File: config.mk
export PLATFORM = sky130hd
export DESIGN_NAME = keypad_emulator
export DESIGN_NICKNAME = d
export VERILOG_FILES = /design/src/rtl/keypad_pkg.sv /design/src/rtl/keypad_row_driver.sv /design/src/rtl/keypad_emulator.sv
export SDC_FILE = /design/constraint.sdc
export NUM_CORES = 1
export LEC_CHECK = 0
export CAP_MARGIN = 40
export CORE_MARGIN = 2
export CORE_UTILIZATION = 50
export CTS_CLUSTER_SIZE = 16
export DETAILED_ROUTE_END_ITERATION = 6
export GPL_TIMING_DRIVEN = 0
export PLACE_DENSITY = 0.76
export SYNTH_ARGS = -nofsm -noshare
export SYNTH_HDL_FRONTEND = slang
export SYNTH_SLANG_ARGS = --single-unit
export TNS_END_PERCENT = 1
File: constraint.sdc
create_clock -name clk -period 2.3 [get_ports clk]
set_input_delay 0.46 -clock clk [delete_from_list [all_inputs] [get_ports clk]]
set_output_delay 0.46 -clock clk [all_outputs]
set_load 0.02 [all_outputs]
File: src/rtl/keypad_pkg.sv
// Key codes and key-position map shared by the keypad scanner and the
// keypad emulator, so both sides decode presses identically.
package keypad_pkg;

   localparam logic [3:0] KEY_0 = 4'h0;
   localparam logic [3:0] KEY_1 = 4'h1;
   localparam logic [3:0] KEY_2 = 4'h2;
   localparam logic [3:0] KEY_3 = 4'h3;
   localparam logic [3:0] KEY_4 = 4'h4;
   localparam logic [3:0] KEY_5 = 4'h5;
   localparam logic [3:0] KEY_6 = 4'h6;
   localparam logic [3:0] KEY_7 = 4'h7;
   localparam logic [3:0] KEY_8 = 4'h8;
   localparam logic [3:0] KEY_9 = 4'h9;
   localparam logic [3:0] KEY_A = 4'hA;
   localparam logic [3:0] KEY_B = 4'hB;
   localparam logic [3:0] KEY_C = 4'hC;
   localparam logic [3:0] KEY_D = 4'hD;
   localparam logic [3:0] KEY_E = 4'hE;
   localparam logic [3:0] KEY_F = 4'hF;   // start/confirm key

   typedef enum logic [1:0] {
      ST_IDLE    = 2'd0,
      ST_PRESS   = 2'd1,
      ST_RELEASE = 2'd2
   } kp_state_e;

   typedef struct packed {
      logic [1:0] row;
      logic [1:0] col;
   } key_pos_t;

   // Physical position of a key on the 4x4 pad (index 0 = bit 0 of row/col).
   function automatic key_pos_t key_to_rowcol(input logic [3:0] code);
      key_pos_t pos;
      case (code)
         KEY_1:   pos = '{row: 2'd0, col: 2'd0};
         KEY_2:   pos = '{row: 2'd0, col: 2'd1};
         KEY_3:   pos = '{row: 2'd0, col: 2'd2};
         KEY_A:   pos = '{row: 2'd0, col: 2'd3};
         KEY_4:   pos = '{row: 2'd1, col: 2'd0};
         KEY_5:   pos = '{row: 2'd1, col: 2'd1};
         KEY_6:   pos = '{row: 2'd1, col: 2'd2};
         KEY_B:   pos = '{row: 2'd1, col: 2'd3};
         KEY_7:   pos = '{row: 2'd2, col: 2'd0};
         KEY_8:   pos = '{row: 2'd2, col: 2'd1};
         KEY_9:   pos = '{row: 2'd2, col: 2'd2};
         KEY_C:   pos = '{row: 2'd2, col: 2'd3};
         KEY_0:   pos = '{row: 2'd3, col: 2'd0};
         KEY_F:   pos = '{row: 2'd3, col: 2'd1};
         KEY_E:   pos = '{row: 2'd3, col: 2'd2};
         default: pos = '{row: 2'd3, col: 2'd3};   // KEY_D
      endcase
      return pos;
   endfunction

endpackage

File: src/rtl/keypad_row_driver.sv
// Row return driver: pulls the pressed key's row low while its column is
// strobed. Registered, so row follows col with one cycle of latency.
module keypad_row_driver
   import keypad_pkg::*;
(
   input  logic       clk,
   input  logic       rst,
   input  logic       key_active,
   input  logic [3:0] cur_key,
   input  logic [3:0] col,
   output logic [3:0] row
);

   key_pos_t   pos;
   logic [3:0] row_d;
   logic [3:0] row_q;

   // Row pattern for the current key against the strobed column(s).
   always_comb begin
      pos   = key_to_rowcol(cur_key);
      row_d = 4'hF;
      if (key_active && !col[pos.col]) begin
         row_d[pos.row] = 1'b0;
      end
   end

   // Output register; reset releases all rows immediately.
   always_ff @(posedge clk or posedge rst) begin
      if (rst) row_q <= 4'hF;
      else     row_q <= row_d;
   end

   assign row = row_q;

endmodule

File: src/rtl/keypad_emulator.sv
// Keypad emulator: plays a captured digit sequence as timed key presses
// on the responder side of a 4x4 column-scanned keypad.
//
//   state      | meaning
//   -----------+---------------------------------------------------------
//   ST_IDLE    | waiting for start; rows released
//   ST_PRESS   | top nibble of the sequence held pressed for HOLD_CYCLES
//   ST_RELEASE | all keys released for GAP_CYCLES; then next digit or done
module keypad_emulator
   import keypad_pkg::*;
#(
   parameter int HOLD_CYCLES = 2000000,
   parameter int GAP_CYCLES  = 2000000,
   parameter int NUM_DIGITS  = 4
) (
   input  logic                    clk,
   input  logic                    rst,
   input  logic                    start,
   input  logic [4*NUM_DIGITS-1:0] digits,
   input  logic [3:0]              col,
   output logic [3:0]              row,
   output logic                    busy,
   output logic                    done,
   output logic                    key_active,
   output logic [3:0]              cur_key
);

   localparam int TMR_MAX = (HOLD_CYCLES > GAP_CYCLES) ? HOLD_CYCLES : GAP_CYCLES;
   localparam int TMR_W   = $clog2(TMR_MAX + 1);
   localparam int CNT_W   = $clog2(NUM_DIGITS) + 1;
   localparam int SEQ_W   = 4 * NUM_DIGITS;

   localparam logic [TMR_W-1:0] HOLD_LOAD = TMR_W'(HOLD_CYCLES - 1);
   localparam logic [TMR_W-1:0] GAP_LOAD  = TMR_W'(GAP_CYCLES - 1);
   localparam logic [CNT_W-1:0] LAST_IDX  = CNT_W'(NUM_DIGITS - 1);

   kp_state_e         state_q, state_d;
   logic [TMR_W-1:0]  tmr_q, tmr_d;
   logic [CNT_W-1:0]  cnt_q, cnt_d;
   logic [SEQ_W-1:0]  seq_q, seq_d;
   logic              busy_q, busy_d;
   logic              tmr_zero;
   logic              last_digit;

   assign tmr_zero   = (tmr_q == '0);
   assign last_digit = (cnt_q == LAST_IDX);

   // State, timer, digit counter and sequence registers.
   always_ff @(posedge clk or posedge rst) begin
      if (rst) begin
         state_q <= ST_IDLE;
         tmr_q   <= '0;
         cnt_q   <= '0;
         seq_q   <= '0;
         busy_q  <= 1'b0;
      end else begin
         state_q <= state_d;
         tmr_q   <= tmr_d;
         cnt_q   <= cnt_d;
         seq_q   <= seq_d;
         busy_q  <= busy_d;
      end
   end

   // Next-state logic; done is raised during the final release cycle so a
   // start coinciding with it is still seen in RELEASE and ignored.
   always_comb begin
      state_d = state_q;
      tmr_d   = tmr_q;
      cnt_d   = cnt_q;
      seq_d   = seq_q;
      busy_d  = busy_q;
      done    = 1'b0;
      unique case (state_q)
         ST_IDLE: begin
            if (start) begin
               seq_d   = digits;
               cnt_d   = '0;
               tmr_d   = HOLD_LOAD;
               busy_d  = 1'b1;
               state_d = ST_PRESS;
            end
         end
         ST_PRESS: begin
            if (tmr_zero) begin
               tmr_d   = GAP_LOAD;
               state_d = ST_RELEASE;
            end else begin
               tmr_d = tmr_q - TMR_W'(1);
            end
         end
         ST_RELEASE: begin
            if (tmr_zero) begin
               if (last_digit) begin
                  done    = 1'b1;
                  busy_d  = 1'b0;
                  state_d = ST_IDLE;
               end else begin
                  seq_d   = seq_q << 4;
                  cnt_d   = cnt_q + CNT_W'(1);
                  tmr_d   = HOLD_LOAD;
                  state_d = ST_PRESS;
               end
            end else begin
               tmr_d = tmr_q - TMR_W'(1);
            end
         end
         default: state_d = ST_IDLE;
      endcase
   end

   assign busy       = busy_q;
   assign key_active = (state_q == ST_PRESS);
   assign cur_key    = seq_q[SEQ_W-1 -: 4];

   keypad_row_driver u_row_driver (
      .clk        (clk),
      .rst        (rst),
      .key_active (key_active),
      .cur_key    (cur_key),
      .col        (col),
      .row        (row)
   );

endmodule
After elaboration in Yosys (flattened, before gate mapping)
Memories as Yosys holds them, arrays and structs flattened. Cells that the tools add are included.

Add/sub/neg operators: 2. Order comparisons: 3. Mux-type cells: 30. Reductions and logical operators: 11. Eq/ne operators: 9. Bitwise operators: 1.

Operators by type and width (number): 21-bit two-way mux (4); 21-bit case mux with 3 select lines (1); 16-bit two-way mux (3); 16-bit case mux with 2 select lines (1); 21-bit logical NOT (1); 21-bit by 1-bit subtractor with 21-bit output, second input constant (1); 2-bit != test, second input constant (5); 1-bit two-way mux (9); 3-bit two-way mux (3); 4-bit AND reduction (2); 2-bit by 3-bit less-than comparator with 1-bit output, second input constant (2); 2-bit two-way mux (3); 2-bit case mux with 3 select lines (1); 3-bit case mux with 2 select lines (1); 3-bit AND reduction (2); 4-bit two-way mux (1); 4-bit NOT (1); 3-bit by 1-bit adder with 3-bit output, second input constant (1); 3-bit by 2-bit == test with 1-bit output, second input constant (1); 3-bit != test, second input constant (1); 3-bit nonzero test (1); 1-bit binary-select mux with 2-bit select (1); 1-bit demux with 2-bit select (1); 2-bit by 1-bit == test with 1-bit output, second input constant (1); 7 further kinds (8).

Register bits after elaboration: 47. Memories: 1. Word-level logic and storage cells: 63. Output and inout bits: 11. Input port bits: 23. Bits in read-only memories: 64.

Memories: (no name shown) (words 16, width 4, rd ports 1, clocked after Yosys merged registers in 0, wr ports 0, RTL line keypad_pkg.sv:36) `case (code)`.

Longest topological paths before layout
Gate-level depths: netlist of run 1. An unclocked memory read counts as a cell.

Depth after elaboration: 7. Gate-level depth with buffers: 9.

Cells and area by module
A second synthesis of run 1 with hierarchy kept.

Cells, all modules: 274. Area total of the unflattened synthesis: 2792.7 µm².

By module, submodules not included: keypad_emulator (instances 1, area an instance 2467.4 µm², cells each 239, sequential area each 1076.0 µm²); keypad_row_driver (instances 1, area an instance 325.3 µm², cells each 35, sequential area each 105.1 µm²).

Worst setup path before layout of run 1
No wires, ideal clock.

Path type: register -> register. Start: register tmr_q[2]. End: register tmr_q[17]. Library setup time: 0.065 ns. Path slack: 0.005 ns. Data required time: 2.235 ns. Arrival time: 2.230 ns. Cell stages (with the launch flop): 8. Period minus slack after synthesis: 2.295 ns. Cell sequence: dfrtp_1 buf_6 or4_4 buf_6 or4_4 or3_1 a21oi_1 o22a_1.

Cells in the longest elaborated chain, start to end: 3. Elaborated cells between the ends (all ways): 7. Those cells by class: add/sub: 1; eq/ne: 1; mux: 3; reduce/logical: 2.

Ends and longest elaborated chain: from (decl) (RTL line keypad_emulator.sv:38) `logic [TMR_W-1:0] tmr_q, tmr_d;`; from (signal assigned) (RTL line keypad_emulator.sv:58) `tmr_q <= tmr_d;`; 21-bit by 1-bit subtractor with 21-bit output or 21-bit logical NOT (tied branches) (RTL line keypad_emulator.sv:89, keypad_emulator.sv:105, keypad_emulator.sv:45); 21-bit two-way mux (tied with other cells) (RTL line keypad_emulator.sv:93) `if (tmr_zero) begin`; 21-bit case mux with 3 select lines or 3-bit AND reduction (tied branches).

Several ways; a longest one is shown, not always the timed one. A chain may end at the register's enable or synchronous reset.

Worst setup path in the final report of run 1
Start: register tmr_q[5]. End: register tmr_q[17].

The elaborated chain is that of the path after synthesis.

==> flow_summary.yaml, run 1 <==
routing:
  via_per_inst: 5.76
  drt-total-wl_mm: 6.24
  dr.pass1.iters: 5
  routedWlPerCell_um: 15.0
  ant_nets: 0
  vias: 2389
  drc: 0
  dr.first_iter.drc_count: 136
cells_and_area:
  final_util: 0.639
  syn_to_final_growth_pct: 22.0
  fin_cells: 415
  drive_above_1_share: 0.136
  final_nets: 375
  n_antenna_cell: 0
  nFillCells: 426
floorplan:
  rows: 26
  dieArea_mm2: 0.00602
  io_pins: 34
  start_util: 0.524
  fp.dieH_um: 77.6
  fp.dieW_um: 77.6
  core_mm2: 0.00517
clock_network:
  cts_tree: "yes"
  clk_pin_slew_ns: 0.08
  clock_insertion_delay_worst_skew_ns: 0.30
  htreeDepth: 2
  holdBufCountCts: 0
  clk_path_buf_depth: 2
  cts_buffers: 5
  clock_sinks: 47
  root_buffer: "clkbuf_8"
power:
  power_frac_clock: 0.357
  power_density_mw_per_mm2: 417
  irDropWorstVdd_v: 0.000343
  combPwrFrac: 0.044
  seqPwrFrac: 0.599
  internal_power_uw: 1080
  switching_power_uw: 302
  power.leakage_uw: 0.00143
  swShare: 0.219
synthesis:
  synth_ff_type: "dfrtp_1"
  syn_nets: 333
  synth_edf_count: 0
  synth_async_sr_flop_share: 1.00
  yosys_warnings: 0
  synth.cell_area_mm2: 0.00271
  synth_seq_area_share: 0.436
  synth_cell_types: 51
  synthCells: 302
  synth.ff_latch_count: 47
  syn_area_per_cell_um2: 8.97
critical_path:
  ff2ff_path_depth: 5
  reg2reg_slack_ns: -0.003
  cp_max_fo: 8
  arrival_ns: 2.54
  end_kind: "flop"
  cp-start-kind: "flop"
  r2r-end: "tmr_q[17]"
  crit_path_end: "tmr_q[17]"
  path_class: "reg -> reg"
  reg2reg_from: "tmr_q[5]"
  startpoint: "tmr_q[5]"
  cp.required_ns: 2.54
sta:
  fin_setup_tns_ns: -0.00329
  report.final.slew_viol_count: 0
  fmax_mhz: 434
  slew_headroom: 0.535
  tightestPinTransition_ns: 0.690
  setup_slack_ns: -0.00329
  rsz0062_at_grt: "true"
  setup_viol: 1
  fin_crit_ns: 2.30
  period_share: 1.00
  finClkSkew_ns: 0.0104
  hold_viol: 0
global_route:
  grt_max_degree: 30
  grt_pass1_vias: 2309
  grt_pass1_wl_mm: 10.8
  antenna_found_initial: 0
  overflow: 0
  track_usage: 0.218
place:
  dp_hpwl_mm: 4.38
  gp_congestion: 0.845
  portBuffers: 33
  place_inst: 406
worst_hold_path:
  hold_class: "in -> async"
status:
  status: "finished, violations left"
  failed_checks: "setup timing"
flow_run:
  cap_violations: 0
[synthesized netlist by cell type, types with 6 or more instances]
cell,number,area [um^2]
dfrtp_1,43,1080
nor2_1,33,124
nand2_1,27,101
a21oi_1,25,125
o21ai_0,18,90.1
mux2i_1,17,170
nand3_1,12,60.1
nor3_1,12,60.1
clkbuf_1,9,33.8
inv_1,9,33.8
ha_1,8,100
a31oi_1,6,37.5
nand2b_1,6,37.5
[critical path: stages (launching register included)]
cell and delay (ns):
dfrtp_2 0.45, or4_1 0.50, or4_4 0.56, or3_4 0.43, a21oi_2 0.13, o22a_1 0.16
[what timing repair did]
action                     CTS  global route
setup endpoints to repair   36            31
pin swaps                    9             2
buffers inserted             2             0
resized for setup           19            13
[power groups by stage]
stage          combinational, uW  clock [uW]  sequential, uW
2_1_floorplan               14.1           0             842
3_3_place_gp                58.1           0             842
3_5_place_dp                62.5           0             842
4_1_cts                     62.9         507             826
5_1_grt                     67.3         535             826
6_report                    60.8         493             826
[layout make-up]
type,instances,area (um^2),area share
Multi-Input combinational cell,229,1460,0.441
Sequential cell,47,1180,0.358
Timing Repair Buffer,36,363,0.110
Buffer,16,96.3,0.0292
Tap cell,70,87.6,0.0265
Clock buffer,7,76.3,0.0231
Inverter,9,33.8,0.0102
Clock inverter,1,5.00,0.00151
[cell families after synthesis]
kind of cell,share of synthesized area
compound gates,0.181
xor+xnor,0.0129
fa+ha+maj,0.0370
buf+inv,0.0471
flops,0.436
mux,0.0628
simple gates,0.223
[worst min path at each step]
stage	slack, ns	endpoint	cells after the start	from
floorplan	0.47	seq_q[0]	2	seq_q[0]
detailed placement	0.48	seq_q[3]	2	seq_q[3]
global route	0.52	tmr_q[12]	2	rst
global placement	0.48	seq_q[3]	2	seq_q[3]
finish	0.47	tmr_q[12]	2	rst
CTS	0.49	tmr_q[11]	2	rst
[through the flow]
stage / cell area [um^2] / power [uW] / worst slack (ns) / hold slack (ns)
global route: 3300 / 1430 / -0.137 / 0.522
finish: 3300 / 1380 / -0.00329 / 0.469
global placement: 3130 / 900 / -0.568 / 0.480
CTS: 3280 / 1400 / -0.0118 / 0.494
floorplan: 2710 / 856 / 0.00504 / 0.466
detailed placement: 3150 / 905 / -0.568 / 0.485
[sequential cells by signal, indices dropped and copies added (netlist names)]
register	flops
state_q	2
seq_q	16
u_row_driver.row	4
tmr_q	21
busy	1
cnt_q	3
[metal layers]
metal	share of wire	vias to the layer above	global-route usage	wire, um
li1	-	1169	-	-
met1	0.47	1152	0.308	2930
met2	0.48	57	0.353	2970
met3	0.042	11	0.0372	264
met4	0.012	0	0.0482	72
met5	0	-	0	0
[cell usage in the layout (no fill, tap or decap), drive strengths merged, types with 3 or more instances in the layout]
cell type      Yosys  layout
a21oi             25      25
nand4              4       4
and3               3       3
inv                9       9
dfrtp             43      43
or4                5       5
nand2             27      27
nand3             12      12
o21ai             21      21
xor2               3       3
clkdlybuf4s50      0      32
dfstp              4       4
nor2              33      33
or3                4       4
clkbuf             9      16
or2                3       3
nor3              12      12
mux2i             17      17
buf                8      11
o31ai              3       3
ha                 8       8
a31oi              6       6
o211ai             4       4
nand2b             6       6
No activity file was read; power rests on OpenSTA's default activity.
==> run 2, diff against run 1 <==
- PLACE_DENSITY: 0.76 -> 0.74
==> run 2 against run 1 <==
The run still ends with setup timing left. Highest routed layer unchanged. Via count down 1.8%. Utilization up 0.41 points. Sequential power about the same. Largest power group unchanged. Total power up 9.9%.
==> flow_summary.yaml, run 2 (synthesized netlist as in run 1, its figures left out) <==
floorplan:
  dieArea_mm2: 0.00602
  rows: 26
  fp.dieW_um: 77.6
  fp.dieH_um: 77.6
  io_pins: 34
  start_util: 0.524
  core_mm2: 0.00517
routing:
  dr.first_iter.drc_count: 168
  dr.pass1.iters: 4
  drc: 0
  routedWlPerCell_um: 14.5
  vias: 2346
  ant_nets: 0
  via_per_inst: 5.65
  drt-total-wl_mm: 6.04
clock_network:
  cts_buffers: 5
  clock_sinks: 47
  clk_pin_slew_ns: 0.09
  cts_tree: "yes"
  root_buffer: "clkbuf_8"
  clk_path_buf_depth: 2
  holdBufCountCts: 0
  htreeDepth: 2
  clock_insertion_delay_worst_skew_ns: 0.30
status:
  status: "finished, violations left"
  failed_checks: "setup timing"
sta:
  fin_crit_ns: 2.33
  rsz0062_at_grt: "true"
  setup_slack_ns: -0.0254
  period_share: 1.01
  slew_headroom: 0.586
  finClkSkew_ns: 0.0114
  tightestPinTransition_ns: 0.621
  fmax_mhz: 430
  hold_viol: 0
  fin_setup_tns_ns: -0.0254
  setup_viol: 1
  report.final.slew_viol_count: 0
global_route:
  antenna_found_initial: 0
  overflow: 0
  track_usage: 0.214
  grt_pass1_wl_mm: 10.3
  grt_pass1_vias: 2231
  grt_max_degree: 36
cells_and_area:
  n_antenna_cell: 0
  final_common_cell: "dfrtp_1"
  final_nets: 375
  mostFrequentLayoutCells: "43 x dfrtp_1, 32 x nor2_1, 32 x clkdlybuf4s50_1"
  syn_to_final_growth_pct: 22.8
  largest_reg_flops: 21
  regMostFlops: "tmr_q"
  drive_above_1_share: 0.122
  final_util: 0.643
critical_path:
  cp_max_fo: 9
  crit_path_cell_trace: "buf_6 > or4_4 > buf_6 > or4_4 > or3_4 > a21oi_2 > o22a_1"
  arrival_ns: 2.56
  slowest_delay_ns: 0.51
  end_kind: "flop"
  cp.required_ns: 2.54
  path_class: "reg -> reg"
  path_buf_inv: 2
  cp-start-kind: "flop"
  path_delay_family: "simple AND/OR/NAND/NOR gates"
  cp_slowest_cell: "or4_4"
power:
  irDropWorstVdd_v: 0.000333
  power_density_mw_per_mm2: 456
  power.leakage_uw: 0.00145
flow_run:
  cap_violations: 0
worst_hold_path:
  hold_class: "in -> async"
place:
  gp_congestion: 0.838
  portBuffers: 33
  dp_hpwl_mm: 4.29
==> run 2: worst reg2reg max path: cells and delay by family, from the launching register on <==
kind,cells,cell delay [ns]
AO/OA/AOI/OAI,2,0.27
buffers and inverters,2,0.29
flip-flops,1,0.38
AND/OR/NAND/NOR,3,1.33
==> run 2: where the power goes <==
| part | switching [uW] | internal (uW) |
|---|---|---|
| clock network | 276 | 352 |
| logic | 24.0 | 37.5 |
| registers | 0 | 826 |
| total | 300 | 1220 |
==> run 2: final cells by class <==
cell class              instances  area (um^2)
repair buffers                 35          353
plain buffers                  17          108
clock inverters                 2         35.0
fillers                       440         1850
flip-flops and latches         47         1180
multi-input cells             229         1450
clock buffers                   6         82.6
well taps                      70         87.6
inverters                       9         33.8
==> run 2: worst paths after layout <==
path	from	end	slack, ns	depth (start not counted)
worst max-delay path	tmr_q[2]	tmr_q[17]	-0.03	7
worst min-delay path	rst	tmr_q[11]	0.42	2
worst max register to register	tmr_q[2]	tmr_q[17]	-0.03	7
worst min register to register	seq_q[2]	seq_q[2]	0.50	2
max in group asynchronous	rst	tmr_q[1]	1.38	3
min in group clk	seq_q[2]	seq_q[2]	0.50	2
==> run 2: layer usage <==
layer / vias up / part of all wire / track usage
li1: 1171 / - / -
met1: 1112 / 0.48 / 0.299
met2: 55 / 0.47 / 0.333
met3: 8 / 0.041 / 0.0384
met4: 0 / 0.016 / 0.0786
met5: - / 0 / 0
==> run 2: stage by stage <==
stage	area, um^2	setup slack [ns]	std cells	power, uW	hold slack, ns
after global placement	3130	-0.546	405	900	0.480
after detailed placement	3150	-0.569	406	905	0.485
after global routing	3330	-0.0979	415	1570	0.439
after floorplan	2710	0.00504	302	856	0.466
after CTS	3320	-0.0183	415	1540	0.427
final	3330	-0.0254	415	1520	0.422
==> run 2: what timing repair did <==
item | 4_1_cts | 5_1_grt
endpoints found under the setup margin | 36 | 31
pin swaps | 3 | 0
cloned | 0 | 0
buffers inserted | 1 | 0
gates resized for setup | 15 | 9
==> run 3, diff against run 2 <==
- CORE_MARGIN: 2 -> not set
==> run 3 against run 2 <==
The flow still finishes with violations (setup timing). Maximum frequency down 2.5%. Final area up 0.71%. Sequential cell count unchanged. Global-route usage grew 1.8 points. Cell count unchanged. Count of clock-buffer cells in the layout increased by 1. Clock skew shrank 0.0012 ns.
==> flow_summary.yaml, run 3 (synthesized netlist as in run 1, its figures left out) <==
cells_and_area:
  seq_area_mm2: 0.00118
  multi_input_area_mm2: 0.00148
  largest_reg_flops: 21
  postLayoutCellArea_mm2: 0.00335
  nFillCells: 432
  final_util: 0.648
  final_common_cell: "dfrtp_1"
  syn_to_final_growth_pct: 23.6
  final_nets: 375
  mostFrequentLayoutCells: "43 x dfrtp_1, 32 x clkdlybuf4s50_1, 31 x nor2_1"
  regMostFlops: "tmr_q"
  drive_above_1_share: 0.133
  n_antenna_cell: 0
clock_network:
  cts_buffers: 5
  root_buffer: "clkbuf_8"
  htreeDepth: 2
  cts_tree: "yes"
  holdBufCountCts: 0
  clk_pin_slew_ns: 0.09
  clk_path_buf_depth: 2
  clock_insertion_delay_worst_skew_ns: 0.31
  clock_sinks: 47
floorplan:
  rows: 26
  start_util: 0.524
  dieArea_mm2: 0.00572
  fp.dieH_um: 75.6
  io_pins: 34
  core_mm2: 0.00517
  fp.dieW_um: 75.6
sta:
  rsz0062_at_grt: "true"
  setup_slack_ns: -0.0853
  fmax_mhz: 419
  hold_viol: 0
  report.final.slew_viol_count: 0
  finClkSkew_ns: 0.0102
  period_share: 1.04
  setup_viol: 2
  slew_headroom: 0.567
  fin_setup_tns_ns: -0.138
  fin_crit_ns: 2.39
  tightestPinTransition_ns: 0.649
critical_path:
  path_buf_inv: 2
  cp.required_ns: 2.54
  cp_slowest_cell: "or4_4"
  crit_path_cell_trace: "buf_6 > or4_4 > buf_6 > or4_4 > or3_4 > a21oi_2 > o22a_1"
  end_kind: "flop"
  cp-start-kind: "flop"
  arrival_ns: 2.63
  path_class: "reg -> reg"
  path_delay_family: "simple AND/OR/NAND/NOR gates"
  slowest_delay_ns: 0.51
  cp_max_fo: 9
place:
  placed_area_mm2: 0.00315
  portBuffers: 33
  dp_hpwl_mm: 4.37
  gp_congestion: 0.818
  place_ws_ns: -0.570
power:
  power_density_mw_per_mm2: 446
  seqPwrFrac: 0.553
  combPwrFrac: 0.041
  irDropWorstVdd_v: 0.000258
  swShare: 0.204
  power.leakage_uw: 0.00145
  power_frac_clock: 0.407
  switching_power_uw: 305
  internal_power_uw: 1190
  total_power_uw: 1490
routing:
  vias: 2344
  dr.pass1.iters: 4
  drt-total-wl_mm: 6.25
  drc: 0
  via_per_inst: 5.65
  dr.first_iter.drc_count: 122
  routedWlPerCell_um: 15.1
  ant_nets: 0
status:
  failed_checks: "setup timing"
  status: "finished, violations left"
worst_hold_path:
  hold_class: "in -> async"
global_route:
  track_usage: 0.232
  overflow: 0
  antenna_found_initial: 0
  grt_max_degree: 29
  grt_pass1_wl_mm: 9.93
  grt_pass1_vias: 2247
flow_run:
  cap_violations: 0
## run 3: changes by cell type in the layout (fill, tap and decap cells not counted), sizes merged
cell,before,now
clkinv,1,0
clkbuf,15,16
## run 3: worst paths after layout
| check | startpoint | endpoint | slack [ns] | depth (start not counted) |
|---|---|---|---|---|
| max in group asynchronous | rst | u_row_driver.row[3] | 1.26 | 3 |
| worst max register to register | tmr_q[2] | tmr_q[17] | -0.09 | 7 |
| worst min-delay path | rst | tmr_q[7] | 0.48 | 2 |
| min in group clk | seq_q[3] | seq_q[3] | 0.50 | 2 |
| worst min register to register | seq_q[3] | seq_q[3] | 0.50 | 2 |
| worst max-delay path | tmr_q[2] | tmr_q[17] | -0.09 | 7 |
## run 3: stage by stage
step                      std cells  hold WS, ns
final                           415        0.476
after detailed placement        406        0.484
after CTS                       415        0.499
after global placement          405        0.480
after floorplan                 302        0.466
after global routing            415        0.524
## run 3: final cells by class
cell class                 count  share of cell area
clock buffer                   7              0.0228
sequential                    47               0.353
tap                           70              0.0261
buffer                        17              0.0321
timing repair buffer          35               0.106
multi-input combinational    229               0.441
clock inverter                 1             0.00897
inverter                       9              0.0101
## run 3: what timing repair did
action	in CTS	in global routing
pin swaps	2	2
setup buffers	1	0
setup endpoints to repair	34	33
resized for setup	17	14
## run 3: metal layers
layer	track usage	vias to the layer above	share of wire	wire [um]
met1	0.310	1111	0.48	2980
li1	-	1174	-	-
met2	0.371	49	0.48	2970
met4	0.0844	0	0.016	97
met5	0	-	0	0
met3	0.0556	10	0.032	203
## run 3: power by group through the flow
| stage | registers, uW | clock network (uW) | logic, uW |
|---|---|---|---|
| after global routing | 826 | 647 | 67.3 |
| after floorplan | 842 | 0 | 14.1 |
| after global placement | 842 | 0 | 57.8 |
| after detailed placement | 842 | 0 | 62.5 |
| after CTS | 826 | 621 | 62.7 |
| final | 826 | 607 | 60.9 |
